### src/rtl/fibo_pkg.sv
// Shared constants for the Fibonacci controller: ALU opcodes, register roles and FSM states.
package fibo_pkg;

   localparam logic [2:0] ALU_PASS = 3'b000;
   localparam logic [2:0] ALU_ADD  = 3'b001;
   localparam logic [2:0] ALU_DEC  = 3'b110;

   localparam logic [1:0] REG_A   = 2'd0;
   localparam logic [1:0] REG_B   = 2'd1;
   localparam logic [1:0] REG_T   = 2'd2;
   localparam logic [1:0] REG_CNT = 2'd3;

   // One-hot so a corrupted state is detectable and falls back to IDLE.
   typedef enum logic [9:0] {
      ST_IDLE   = 10'b00_0000_0001,
      ST_LOAD_N = 10'b00_0000_0010,
      ST_INIT_A = 10'b00_0000_0100,
      ST_INIT_B = 10'b00_0000_1000,
      ST_CHECK  = 10'b00_0001_0000,
      ST_ADD    = 10'b00_0010_0000,
      ST_MOVE_A = 10'b00_0100_0000,
      ST_MOVE_B = 10'b00_1000_0000,
      ST_DEC    = 10'b01_0000_0000,
      ST_DONE   = 10'b10_0000_0000
   } state_t;

endpackage

### src/rtl/fibo_controller.sv
// Sequencing FSM that drives Fibo_Datapath through an iterative F(N) mod 2^SIZE computation.
//
// state   | meaning
// IDLE    | waiting for start, N latched on accept
// LOAD_N  | R3 <= N
// INIT_A  | R0 <= 0
// INIT_B  | R1 <= 1
// CHECK   | pass R3 through ALU; zero means N=0, finish early
// ADD     | R2 <= R0 + R1
// MOVE_A  | R0 <= R1
// MOVE_B  | R1 <= R2
// DEC     | R3 <= R3 - 1; loop until counter reaches zero
// DONE    | pass R0 through ALU, capture it into fib_out
module fibo_controller
   import fibo_pkg::*;
#(
   parameter int SIZE = 4
) (
   input  logic            Clk,
   input  logic            Rst_n,
   input  logic            start,
   input  logic [SIZE-1:0] n_in,
   output logic            busy,
   output logic            done,
   output logic [SIZE-1:0] fib_out,
   output logic [1:0]      wrt_addr,
   output logic            wrt_en,
   output logic            load_data,
   output logic [1:0]      rd_addr1,
   output logic [1:0]      rd_addr2,
   output logic [SIZE-2:0] alu_opcode,
   output logic [SIZE-1:0] count,
   input  logic [SIZE-1:0] data,
   input  logic            zero_flag
);

   localparam int OPC_W = SIZE - 1;

   state_t          state_q;
   state_t          state_d;
   logic [SIZE-1:0] n_q;
   logic            capture;

   always_ff @(posedge Clk or negedge Rst_n) begin
      if (!Rst_n) begin
         state_q <= ST_IDLE;
         n_q     <= '0;
         done    <= 1'b0;
         fib_out <= '0;
      end else begin
         state_q <= state_d;
         done    <= capture;
         if (capture) begin
            fib_out <= data;
         end
         if ((state_q == ST_IDLE) && start) begin
            n_q <= n_in;
         end
      end
   end

   always_comb begin
      state_d    = state_q;
      capture    = 1'b0;
      wrt_addr   = 2'd0;
      wrt_en     = 1'b0;
      load_data  = 1'b0;
      rd_addr1   = 2'd0;
      rd_addr2   = 2'd0;
      alu_opcode = '0;
      count      = '0;
      case (state_q)
         ST_IDLE: begin
            if (start) begin
               state_d = ST_LOAD_N;
            end
         end
         ST_LOAD_N: begin
            wrt_en    = 1'b1;
            load_data = 1'b1;
            wrt_addr  = REG_CNT;
            count     = n_q;
            state_d   = ST_INIT_A;
         end
         ST_INIT_A: begin
            wrt_en    = 1'b1;
            load_data = 1'b1;
            wrt_addr  = REG_A;
            count     = '0;
            state_d   = ST_INIT_B;
         end
         ST_INIT_B: begin
            wrt_en    = 1'b1;
            load_data = 1'b1;
            wrt_addr  = REG_B;
            count     = SIZE'(1);
            state_d   = ST_CHECK;
         end
         ST_CHECK: begin
            rd_addr1   = REG_CNT;
            alu_opcode = OPC_W'(ALU_PASS);
            state_d    = zero_flag ? ST_DONE : ST_ADD;
         end
         ST_ADD: begin
            wrt_en     = 1'b1;
            wrt_addr   = REG_T;
            rd_addr1   = REG_A;
            rd_addr2   = REG_B;
            alu_opcode = OPC_W'(ALU_ADD);
            state_d    = ST_MOVE_A;
         end
         ST_MOVE_A: begin
            wrt_en     = 1'b1;
            wrt_addr   = REG_A;
            rd_addr1   = REG_B;
            alu_opcode = OPC_W'(ALU_PASS);
            state_d    = ST_MOVE_B;
         end
         ST_MOVE_B: begin
            wrt_en     = 1'b1;
            wrt_addr   = REG_B;
            rd_addr1   = REG_T;
            alu_opcode = OPC_W'(ALU_PASS);
            state_d    = ST_DEC;
         end
         ST_DEC: begin
            // zero_flag reflects the decremented value being written this cycle
            wrt_en     = 1'b1;
            wrt_addr   = REG_CNT;
            rd_addr1   = REG_CNT;
            alu_opcode = OPC_W'(ALU_DEC);
            state_d    = zero_flag ? ST_DONE : ST_ADD;
         end
         ST_DONE: begin
            rd_addr1   = REG_A;
            alu_opcode = OPC_W'(ALU_PASS);
            capture    = 1'b1;
            state_d    = ST_IDLE;
         end
         default: begin
            state_d = ST_IDLE;
         end
      endcase
   end

   assign busy = (state_q != ST_IDLE);

endmodule

### config.mk
export PLATFORM = sky130hd
export DESIGN_NAME = fibo_controller
export DESIGN_NICKNAME = d
export VERILOG_FILES = /design/src/rtl/fibo_pkg.sv /design/src/rtl/fibo_controller.sv
export SDC_FILE = /design/constraint.sdc
export NUM_CORES = 1
export LEC_CHECK = 0
export ABC_AREA = 1
export BUFFER_PORTS_ARGS = -buffer_cell sky130_fd_sc_hd__buf_4
export CELL_PAD_IN_SITES_DETAIL_PLACEMENT = 2
export CELL_PAD_IN_SITES_GLOBAL_PLACEMENT = 2
export CORE_MARGIN = 2
export CORE_UTILIZATION = 24
export DETAILED_ROUTE_END_ITERATION = 7
export PLACE_DENSITY_LB_ADDON = 0.1
export RECOVER_POWER = 50
export SLEW_MARGIN = 40
export SYNTH_ARGS = -nofsm -noshare
export SYNTH_HDL_FRONTEND = slang
export SYNTH_SLANG_ARGS = --single-unit
### constraint.sdc
create_clock -name Clk -period 1.73 [get_ports Clk]
set_clock_uncertainty 0.2 [all_clocks]
set_input_delay 0.4325 -clock Clk [delete_from_list [all_inputs] [get_ports Clk]]
set_output_delay 0.4325 -clock Clk [all_outputs]
set_load 0.05 [all_outputs]
# --- Word-level counts from Yosys, hierarchy flattened ---
# Cells that the tools add are included.
totals:
  out_inout_bits: 21
  elab_cells: 33
  reg_bits: 19
  input_bits: 12
classes:
  n_eq_ne: 12
  muxes: 11
  n_reduce_logical: 6
op_table:
  columns: ["cell", "n"]
  rows:
  - ["$pmux 10 s8", 1]
  - ["$mux 10", 2]
  - ["$pmux 2 s3", 2]
  - ["$eq 10x1->1 const B", 1]
  - ["$eq 10x10->1 const B", 1]
  - ["$eq 10x2->1 const B", 1]
  - ["$eq 10x3->1 const B", 1]
  - ["$eq 10x4->1 const B", 1]
  - ["$eq 10x5->1 const B", 1]
  - ["$eq 10x6->1 const B", 1]
  - ["$eq 10x7->1 const B", 1]
  - ["$eq 10x8->1 const B", 1]
  - ["$eq 10x9->1 const B", 1]
  - ["$ne 10x1->1 const B", 1]
  - ["$pmux 4 s2", 1]
  - ["$reduce_or 7->1", 1]
  - ["$pmux 3 s2", 1]
  - ["$reduce_or 2->1", 3]
  - ["$mux 1", 4]
  - ["$reduce_or 3->1", 1]
  - ["$ne 2x2->1 const B", 1]
  - ["$logic_and 1x1->1", 1]

# --- Longest topological paths before layout ---
# Gate-level depths: netlist of run 1.
depth:
  depth_word: 3
  mapped_depth: 8
  ltp_nobuf: 8

# --- Least setup slack after synthesis of run 1 ---
# Ideal clock, no wire load.
synth_timing:
  kind: "register -> output"
  from: "reg state_q[9]"
  to: "out count[0]"
  path_buffers: 0
  path_stages_with_launch: 8
  path_slack_ns: -0.585
  t_required_ns: 1.097
  arrival_ns: 1.683
  path_cell_list: "dfrtp_1 -> nor2_4 -> inv_2 -> nor2_4 -> inv_2 -> nor3_4 -> nor2_2 -> nor2_1"
synth_between:
  elab_chain_cells: 2
  elab_cells_between_ends: 3
synth_lines:
  columns: ["element", "line_no", "source"]
  rows:
  - ["start, declared", "fibo_controller.sv:39", "state_t state_q;"]
  - ["start signal, assigned", "fibo_controller.sv:51", "state_q <= state_d;"]
  - ["$eq 10x4->1 or $eq 10x2->1 (tied branches)", "fibo_controller.sv:72", "case (state_q)"]
  - ["$pmux 4 s2 (*)", "fibo_controller.sv:72", null]
  - ["end, declared", "fibo_controller.sv:32", "output logic [SIZE-1:0] count,"]
# Mark *: on every way between the ends. The rest lies on a longest branch, timed or not.

# --- Worst setup path in the final report of run 1 ---
layout_timing:
  from: "reg state_q[4]"
  to: "out wrt_en"
layout_between:
  elab_chain_cells: 3
  elab_cells_between_ends: 9
layout_lines:
  columns: ["element", "line_no", "source"]
  rows:
  - ["$eq 10x9->1 (tied with other cells)", "fibo_controller.sv:72", null]
  - ["$reduce_or 7->1 (no source line) (*)", null, null]
  - ["$mux 1 (*)", "fibo_controller.sv:72", null]
  - ["end, declared", "fibo_controller.sv:27", "output logic wrt_en,"]
# Marks and branches as above.

==> results of run 1 <==
## cells in the mapped netlist
cell,number,area share
nor3_1,1,0.0049
or2_2,1,0.0061
dfstp_2,1,0.026
nor3_4,1,0.016
nand3_2,2,0.019
nand2_1,39,0.14
o21ai_1,3,0.015
nor2_4,2,0.022
clkinv_2,1,0.0049
conb_1,1,0.0036
nand3_1,8,0.039
nor2_2,4,0.024
inv_1,22,0.080
inv_2,5,0.018
buf_4,2,0.015
nor2_1,25,0.091
dfrtp_1,18,0.44
or2_0,1,0.0061
nand2_2,2,0.012
nand3b_1,1,0.0073
nor3_2,1,0.0097
## critical path: cells and delay by family (launching register included)
kind	cells	cell delay (ps)
buf+inv	3	420
simple gates	5	650
flops	1	410
## registers in the layout (all words and copies together) (netlist names)
name     flops
state_q     10
done         1
n_q          4
fib_out      4
## routing by layer
layer / vias up / global-route usage / part of all wire
li1: 564 / - / -
met1: 604 / 0.185 / 0.36
met2: 30 / 0.357 / 0.59
met3: 8 / 0.0189 / 0.019
met4: 0 / 0.0588 / 0.025
met5: - / 0 / 0
## through the flow
step / util / hold WS (ps) / worst slack (ps)
floorplan: - / -63.1 / -250
global placement: 0.386 / 127 / -314
detailed placement: 0.386 / 131 / -375
CTS: 0.466 / 123 / -598
global route: 0.539 / 110 / -712
finish: 0.539 / 121 / -657
## final cells by class
cell class                      count  area [um^2]  area share
Clock buffer                        3         41.3      0.0189
Sequential cell                    19          478       0.219
Timing Repair Buffer               74          706       0.323
Tap cell                           50         62.6      0.0286
Multi-Input combinational cell     92          752       0.344
Clock inverter                      1         7.51     0.00343
Inverter                           28          139      0.0635
## power by group
part | internal (uW) | switching (uW)
registers | 543 | 74.4
logic | 757 | 1080
clock network | 163 | 172
total | 1460 | 1330
## worst paths after layout
path / start / endpoint / slack, ps
worst max-delay path: state_q[4] / wrt_en / -660
worst min-delay path: zero_flag / state_q[5] / 120
worst max register to register: state_q[3] / state_q[0] / -130
worst min register to register: fib_out[0] / fib_out[0] / 300
max in group asynchronous: Rst_n / state_q[1] / 500
min in group asynchronous: Rst_n / fib_out[0] / 460
## logic make-up (layout without fill, tap and decap cells)
kind of cell    count (synthesis)  in the layout  share of synthesized area
buf+inv                        30            106                      0.118
other cells                     1              1                    0.00365
flops                          19             19                      0.464
simple gates                   88             88                      0.400
compound gates                  3              3                     0.0146
## what timing repair did
action | CTS | global route
gates cloned | 0 | 0
setup buffers | 7 | 11
endpoints found under the hold margin | 18 | 0
pin swaps | 9 | 14
hold buffers | 1 | 0
endpoints found under the setup margin | 21 | 27
resized for setup | 54 | 60
==> metrics.md, run 1 <==
| Metric | Value |
|---|---|
| Post-synthesis sequential area ratio | `0.464` |
| First-pass GRT wire length | `6560 um` |
| CP Class | `register to primary output` |
| Final instance area | `2190 um^2` |
| Number of routed nets with antenna violations | `0` |
| Post-layout min period | `2390 ps` |
| Via count | `1,206` |
| CTS tree | `yes` |
| Slew headroom | `0.661` |
| Kind of end point of the critical path | `primary output` |
| Placer Congestion | `0.755` |
| CP max FO | `2` |
| Final period util | `1.38` |
| Worst-path clk slew | `80 ps` |
| Synth Cell Area | `1030 um^2` |
| Full die area | `4820 um^2` |
| Fin. Hold Viols | `0` |
| Class of the worst hold path | `input port to register` |
| Critical path's slowest cell | `dfrtp_1` |
| Dpl cell area | `1570 um^2` |
| Net Count, Synth | `153` |
| Leakage | `0.00112 uW` |
| Initial core utilization | `0.253` |
| Final WS setup | `-657 ps` |
| Final Slew Violations | `0` |
| GR Util All Layers | `0.176` |
| Syn avg cell area | `7.29 um^2` |
| Peak VDD IR | `536 uV` |
| CP max stage delay | `410 ps` |
| Pwr dens | `1280 nW/um^2` |
| Flops & latches, synth | `19` |
| DR vias/cell | `4.52` |
| Largest net degree at the start of global routing | `20` |
| Status | `complete, but fails checks` |
| Drt initial violations | `29` |
| # fillers | `408` |
| Measured slew at the worst slew-check pin | `508 ps` |
| Wirelength per Cell | `18.4 um` |
| Non-filler instance count after layout | `267` |
| # DRC | `0` |
| Core Region | `4060 um^2` |
| Worst skew pair latency | `270 ps` |
| Critical Path Source Type | `register` |
| Max Freq | `0.419 GHz` |
| Clock tree buffer depth | `2` |
| Clock sinks | `19` |
| Final setup viols | `21` |
| Failing checks | `negative setup slack` |
| Post-DP HPWL | `2910 um` |
| CP required | `1100 ps` |
| H-tree depth | `1` |
| Die span in y | `69.5 um` |
| Die X-Extent | `69.5 um` |
| Pwr Total | `2790 uW` |
| Most frequent cells in the layout | `buf_4 (43), nand2_1 (22), nor2_4 (19), buf_6 (18), dfrtp_1 (17)` |
| Initial antenna violation count | `0` |
| Row cnt | `23` |
| CP Cell Sequence | `buf_4 > buf_4 > nor2_1 > nand3_4 > nand2_2 > nor2_4 > nand3_4 > buf_8` |
| Setup TNS after final layout | `-9340 ps` |
| Nets | `230` |
| PortBufs | `31` |
| Placed Instances | `244` |
| Root Driver | `clkbuf_8` |
| DR pass1 iterations | `2` |
| Final wirelength | `4910 um` |
| Cells after Synth | `141` |
| WP data arrival | `1750 ps` |
| Commonest non-fill, non-tap cell in the layout | `buf_4` |
| Register-to-Register Path Depth | `8` |
| Io pins | `33` |
| Number of diodes | `0` |
| Hold depth | `2` |
| Share of cells above drive strength 1 | `0.691` |
| # Max-Cap Violations | `0` |
| RSZ-0062 raised after global routing | `true` |
| GRT Residual Overflow | `0` |
| Vias in the first global route | `1,344` |
| Synth cell types | `21` |
| Num CTS Buffers | `3` |
| YS warnings | `0` |
| Layout Area Growth over Synthesis | `113%` |
No activity file was read; power rests on OpenSTA's default activity.
==> inputs of run 2 (changes only) <==
--- a/config.mk
+++ b/config.mk
@@ -9,7 +9,6 @@
 export BUFFER_PORTS_ARGS = -buffer_cell sky130_fd_sc_hd__buf_4
 export CELL_PAD_IN_SITES_DETAIL_PLACEMENT = 2
 export CELL_PAD_IN_SITES_GLOBAL_PLACEMENT = 2
-export CORE_MARGIN = 2
 export CORE_UTILIZATION = 24
 export DETAILED_ROUTE_END_ITERATION = 7
 export PLACE_DENSITY_LB_ADDON = 0.1
==> run 2 against run 1 <==
Critical path depth is the same. Hold slack gained 7.3 ps. The run still ends with negative setup slack left. Non-clock buffer count unchanged. Sequential power fell by 1%. Global-route usage rose by 2.3 points. Core utilization is 3.0 points lower. Critical endpoint is now rd_addr1[1]. Clock-buffer cell count increased by 1. Largest cell class is now non-clock buffers. First-iteration DRC count shrank 38%. Sequential share of layout area up 1.2 points. Power down 5.9%. Die area is 5.7% lower.
==> metrics.md, run 2 (synthesis results as in run 1) <==
| Metric | Value |
|---|---|
| Status | `complete, but fails checks (unchanged)` |
| Failing checks | `negative setup slack (unchanged)` |
| CP max FO | `3 (was 2)` |
| Final WS setup | `-665 ps (was -657 ps)` |
| # DRC | `0 (unchanged)` |
| Sequential power share | `0.233 (was 0.221)` |
| DR vias/cell | `4.48 (was 4.52)` |
| CP Class | `register to primary output (unchanged)` |
| Combinational Power Share | `0.636 (was 0.658)` |
| Critical Path Source Type | `register (unchanged)` |
| Final Slew Violations | `0 (unchanged)` |
| CP Cell Sequence | `nor2_4 > nand2_2 > buf_4 > nor2_1 > nand2_2 > buf_4 > nand3_2 > buf_8 (was buf_4 > buf_4 > nor2_1 > nand3_4 > nand2_2 > nor2_4 > nand3_4 > buf_8)` |
| WHS | `129 ps (was 121 ps)` |
| Largest Register | `state_q (unchanged)` |
| Kind of end point of the critical path | `primary output (unchanged)` |
| Final setup viols | `25 (was 21)` |
| Final wirelength | `4990 um (was 4910 um)` |
| Largest register FFs | `10 (unchanged)` |
| Clock sinks | `19 (unchanged)` |
| Critical path's slowest cell | `dfrtp_1 (unchanged)` |
| # fillers | `434 (was 408)` |
| Placer Congestion | `0.713 (was 0.755)` |
| Io pins | `33 (unchanged)` |
| Met3 routed WL | `122 um (was 94 um)` |
| Crit-path leading delay family | `simple AND/OR/NAND/NOR gates (unchanged)` |
| DRT met1 WL | `1820 um (was 1790 um)` |
| Leakage | `0.00108 uW (was 0.00112 uW)` |
| Switch share | `0.471 (was 0.475)` |
| Post-DP HPWL | `2710 um (was 2910 um)` |
| Slew headroom | `0.637 (was 0.661)` |
| Measured slew at the worst slew-check pin | `544 ps (was 508 ps)` |
| Peak VDD IR | `638 uV (was 536 uV)` |
| Pwr dens | `1270 nW/um^2 (was 1280 nW/um^2)` |
| First-pass GRT wire length | `6400 um (was 6560 um)` |
| Setup WS pre-CTS | `-364 ps (was -375 ps)` |
| WP data arrival | `1760 ps (was 1750 ps)` |
| Final period util | `1.38 (about the same)` |
| H-tree depth | `1 (unchanged)` |
| Class of the worst hold path | `input port to register (unchanged)` |
| Largest net degree at the start of global routing | `20 (unchanged)` |
| Row cnt | `23 (unchanged)` |
| GR Util All Layers | `0.199 (was 0.176)` |
| Number of diodes | `0 (unchanged)` |
| Initial antenna violation count | `0 (unchanged)` |
| Max layer used | `met4 (unchanged)` |
| Internal power | `1390 uW (was 1460 uW)` |
| Wirelength per Cell | `18.7 um (was 18.4 um)` |
| Post-layout min period | `2390 ps (about the same)` |
| Regs by FF count | `state_q: 10 flops, fib_out: 4 flops, n_q: 4 flops (unchanged)` |
| Routed length on met2 | `2930 um (was 2910 um)` |
| Full die area | `4550 um^2 (was 4820 um^2)` |
| Final instance area | `2060 um^2 (was 2190 um^2)` |
| Max Freq | `0.418 GHz (was 0.419 GHz)` |
| Buf/Inv on CP | `3 (unchanged)` |
| Clock share of power | `0.131 (was 0.120)` |
| RSZ-0062 raised after global routing | `true (unchanged)` |
| Via count | `1,197 (was 1,206)` |
| PortBufs | `31 (unchanged)` |
| Root Driver | `clkbuf_8 (unchanged)` |
| GRT Residual Overflow | `0 (unchanged)` |
| Drt initial violations | `18 (was 29)` |
| CP required | `1100 ps (about the same)` |
| Core Region | `4060 um^2 (unchanged)` |
| CTS tree | `yes (unchanged)` |
| Num CTS Buffers | `3 (unchanged)` |
| Worst skew pair latency | `270 ps (about the same)` |
| # Max-Cap Violations | `0 (unchanged)` |
| Die span in y | `67.5 um (was 69.5 um)` |
| Die X-Extent | `67.5 um (was 69.5 um)` |
| Most frequent cells in the layout | `buf_4 (50), nand2_1 (25), dfrtp_1 (18), nor2_4 (14), inv_1 (13) (was buf_4 (43), nand2_1 (22), nor2_4 (19), buf_6 (18), dfrtp_1 (17))` |
| Dpl cell area | `1560 um^2 (was 1570 um^2)` |
| Worst-path clk slew | `90 ps (was 80 ps)` |
| Layout Area Growth over Synthesis | `101% (was 113%)` |
| P_sw | `1240 uW (was 1330 uW)` |
| DR pass1 iterations | `4 (was 2)` |
| Fin. Hold Viols | `0 (unchanged)` |
| Share of cells above drive strength 1 | `0.645 (was 0.691)` |
| Clock tree buffer depth | `2 (unchanged)` |
| Commonest non-fill, non-tap cell in the layout | `buf_4 (unchanged)` |
| CP max stage delay | `450 ps (was 410 ps)` |
| Vias in the first global route | `1,301 (was 1,344)` |
| Number of routed nets with antenna violations | `0 (unchanged)` |
| Initial core utilization | `0.253 (unchanged)` |
| Nets | `230 (unchanged)` |
==> run 2: layer usage <==
metal,up-vias,GRT usage
li1,562,-
met4,0,0.0638
met3,9,0.0203
met1,597,0.216
met5,-,0
met2,29,0.392
==> run 2: repair_timing <==
| item | 4_1_cts | 5_1_grt |
|---|---|---|
| pin swaps | 15 | 13 |
| hold buffers | 1 | 0 |
| setup endpoints to repair | 21 | 25 |
| buffers inserted | 12 | 9 |
| gates resized for setup | 48 | 39 |
| hold endpoints to repair | 18 | 0 |
==> run 2: through the flow <==
step | std cells | total power, uW | util | TNS (ps)
after global placement | 243 | 1620 | 0.385 | -3710
after floorplan | 141 | 1310 | - | -2410
final | 267 | 2630 | 0.508 | -9390
after global routing | 267 | 2740 | 0.508 | -11150
after detailed placement | 243 | 1660 | 0.385 | -4550
after CTS | 258 | 2290 | 0.460 | -7890
==> run 2: worst paths after layout <==
| kind | startpoint | endpoint | slack (ps) | cells after the start |
|---|---|---|---|---|
| min in group asynchronous | Rst_n | n_q[3] | 480 | 2 |
| hold / removal | zero_flag | state_q[5] | 130 | 2 |
| max in group asynchronous | Rst_n | state_q[6] | 480 | 2 |
| hold reg to reg | fib_out[3] | fib_out[3] | 300 | 2 |
| setup / recovery | state_q[3] | rd_addr1[1] | -660 | 8 |
| setup reg to reg | state_q[3] | state_q[0] | -170 | 11 |
==> run 2: cell type report <==
| cell class | instances | area, um^2 | share of cell area |
|---|---|---|---|
| timing repair buffer | 74 | 683 | 0.331 |
| tap | 50 | 62.6 | 0.0303 |
| multi-input combinational | 92 | 662 | 0.321 |
| inverter | 28 | 134 | 0.0649 |
| sequential | 19 | 477 | 0.231 |
| clock buffer | 4 | 45.0 | 0.0218 |
==> run 2: power by group through the flow <==
stage / sequential [uW] / combinational [uW] / clock (uW)
after floorplan: 623 / 691 / 0
final: 612 / 1670 / 344
after global routing: 621 / 1760 / 357
after detailed placement: 600 / 1060 / 0
after global placement: 594 / 1020 / 0
after CTS: 597 / 1360 / 340
==> inputs of run 3 (changes only) <==
--- a/config.mk
+++ b/config.mk
@@ -11,7 +11,7 @@
 export CELL_PAD_IN_SITES_GLOBAL_PLACEMENT = 2
 export CORE_UTILIZATION = 24
 export DETAILED_ROUTE_END_ITERATION = 7
-export PLACE_DENSITY_LB_ADDON = 0.1
+export PLACE_DENSITY = 0.76
 export RECOVER_POWER = 50
 export SLEW_MARGIN = 40
 export SYNTH_ARGS = -nofsm -noshare
==> run 3 against run 2 <==
The flow still finishes with violations (negative setup slack). Cell count up 2.2%. Via count rose by 2.3%. Setup slack better by 46 ps. Sequential share of layout area down 1.0 points. Wire length is 0.30% lower. Clock-buffer cell count is 1 lower. Non-clock buffer count increased by 6. Register-to-register slack improved by 50 ps. Sequential power up 1%. Critical path type unchanged. Flip-flop and latch count is the same. Largest cell class unchanged.
==> metrics.md, run 3 (synthesis results as in run 1) <==
| Metric | Value |
|---|---|
| Status | `complete, but fails checks (unchanged)` |
| Failing checks | `negative setup slack (unchanged)` |
| Die span in y | `67.5 um (unchanged)` |
| Via count | `1,225 (was 1,197)` |
| Regs by FF count | `state_q: 10 flops, fib_out: 4 flops, n_q: 4 flops (unchanged)` |
| CTS tree | `yes (unchanged)` |
| # DRC | `0 (unchanged)` |
| Commonest non-fill, non-tap cell in the layout | `buf_4 (unchanged)` |
| GR Util All Layers | `0.223 (was 0.199)` |
| Most frequent cells in the layout | `buf_4 (48), nand2_1 (21), buf_6 (19), dfrtp_1 (18), nand2_2 (15) (was buf_4 (50), nand2_1 (25), dfrtp_1 (18), nor2_4 (14), inv_1 (13))` |
| RSZ-0062 raised after global routing | `true (unchanged)` |
| Peak VDD IR | `540 uV (was 638 uV)` |
| Initial antenna violation count | `0 (unchanged)` |
| Sequential power share | `0.224 (was 0.233)` |
| PortBufs | `31 (unchanged)` |
| CP Class | `register to primary output (unchanged)` |
| DR pass1 iterations | `6 (was 4)` |
| Clock sinks | `19 (unchanged)` |
| Post-DP HPWL | `2980 um (was 2710 um)` |
| Die X-Extent | `67.5 um (unchanged)` |
| # Max-Cap Violations | `0 (unchanged)` |
| Largest net degree at the start of global routing | `20 (unchanged)` |
| Pwr dens | `1280 nW/um^2 (was 1270 nW/um^2)` |
| Worst-path clk slew | `70 ps (was 90 ps)` |
| H-tree depth | `1 (unchanged)` |
| Largest register FFs | `10 (unchanged)` |
| WP data arrival | `1720 ps (was 1760 ps)` |
| GRT Residual Overflow | `0 (unchanged)` |
| Root Driver | `clkbuf_8 (unchanged)` |
| Register-to-Register Path Depth | `9 (was 11)` |
| Layout Area Growth over Synthesis | `110% (was 101%)` |
| Initial core utilization | `0.253 (unchanged)` |
| First-pass GRT wire length | `7160 um (was 6400 um)` |
| Final period util | `1.36 (was 1.38)` |
| Nets | `236 (was 230)` |
| P_sw | `1270 uW (was 1240 uW)` |
| Post-layout min period | `2350 ps (was 2390 ps)` |
| Fin. Hold Viols | `0 (unchanged)` |
| DR vias/cell | `4.49 (was 4.48)` |
| Final setup viols | `26 (was 25)` |
| Number of routed nets with antenna violations | `0 (unchanged)` |
| Final Slew Violations | `0 (unchanged)` |
| Final wirelength | `4980 um (was 4990 um)` |
| # fillers | `433 (was 434)` |
| Share of cells above drive strength 1 | `0.704 (was 0.645)` |
| Worst skew pair latency | `250 ps (was 270 ps)` |
| Combinational Power Share | `0.664 (was 0.636)` |
| Clock share of power | `0.111 (was 0.131)` |
| Full die area | `4550 um^2 (unchanged)` |
| Internal power | `1490 uW (was 1390 uW)` |
| Clock tree buffer depth | `2 (unchanged)` |
| Drt initial violations | `31 (was 18)` |
| Largest Register | `state_q (unchanged)` |
| CP max FO | `5 (was 3)` |
| Final WS setup | `-618 ps (was -665 ps)` |
| CP required | `1100 ps (about the same)` |
| Vias in the first global route | `1,377 (was 1,301)` |
| Dpl cell area | `1590 um^2 (was 1560 um^2)` |
| Leakage | `0.00111 uW (was 0.00108 uW)` |
| Kind of end point of the critical path | `primary output (unchanged)` |
| Io pins | `33 (unchanged)` |
| Critical Path Source Type | `register (unchanged)` |
| Switch share | `0.461 (was 0.471)` |
| Placer Congestion | `0.789 (was 0.713)` |
| Max Freq | `0.426 GHz (was 0.418 GHz)` |
| Class of the worst hold path | `input port to register (unchanged)` |
| Pwr Total | `2760 uW (was 2630 uW)` |
| Hold depth | `2 (unchanged)` |
| Num CTS Buffers | `3 (unchanged)` |
| Number of diodes | `0 (unchanged)` |
| Row cnt | `23 (unchanged)` |
| Final instance area | `2160 um^2 (was 2060 um^2)` |
| Core Region | `4060 um^2 (unchanged)` |
| Wirelength per Cell | `18.2 um (was 18.7 um)` |
| Post-layout util | `0.532 (was 0.508)` |
==> run 3: changes by cell type in the layout (fill, tap and decap cells not counted), sizes merged <==
cell,previous run,this run
clkbuf,5,4
buf,72,78
inv,24,25
==> run 3: cell type report <==
cell class,instances,area (um^2),share of cell area
clock buffers,3,41.3,0.0191
well taps,50,62.6,0.0290
clock inverters,1,5.00,0.00232
inverters,28,131,0.0608
repair buffers,80,754,0.349
multi-input cells,92,688,0.319
flip-flops and latches,19,477,0.221
==> run 3: per-layer routing <==
metal	wire length, um	track usage	share of wire
met1	1950	0.249	0.39
met3	106	0.0169	0.021
met2	2850	0.442	0.57
met4	74	0.0559	0.015
met5	0	0	0
==> run 3: power groups by stage <==
stage / Sequential [uW] / Combinational (uW) / Clock (uW)
2_1_floorplan: 623 / 691 / 0
3_3_place_gp: 593 / 1080 / 0
3_5_place_dp: 605 / 1140 / 0
4_1_cts: 611 / 1510 / 310
5_1_grt: 631 / 1930 / 347
6_report: 620 / 1840 / 307
==> run 3: worst max-delay path: stages, from the launching register on <==
cell     delay, ps
dfrtp_1        440
nor2_4         220
nand2_4        110
nor2_4         180
nand2_4        110
buf_4          160
nand3_4         90
buf_8          150
==> run 3: through the flow <==
step | hold slack [ps] | TNS [ps] | setup WS [ps] | cells
after floorplan | -63.1 | -2410 | -250 | 141
after global placement | 119 | -3420 | -363 | 247
after detailed placement | 123 | -6090 | -476 | 247
after CTS | 130 | -7480 | -568 | 264
after global routing | 143 | -11160 | -697 | 273
final | 155 | -9240 | -618 | 273
==> run 3: timing repair <==
item	4_1_cts	5_1_grt
setup endpoints to repair	22	24
pin swaps	17	15
hold buffers	1	0
endpoints found under the hold margin	18	0
buffers inserted	13	10
resized for setup	69	35
==> run 3: final timing paths <==
kind                                 start     endpoint  slack [ps]
worst max-delay path            state_q[2]  wrt_addr[1]        -620
worst min-delay path             zero_flag   state_q[5]         160
worst max register to register  state_q[2]       n_q[1]        -120
worst min register to register  fib_out[0]   fib_out[0]         300
max in group asynchronous            Rst_n   state_q[0]         510
min in group asynchronous            Rst_n       n_q[1]         470
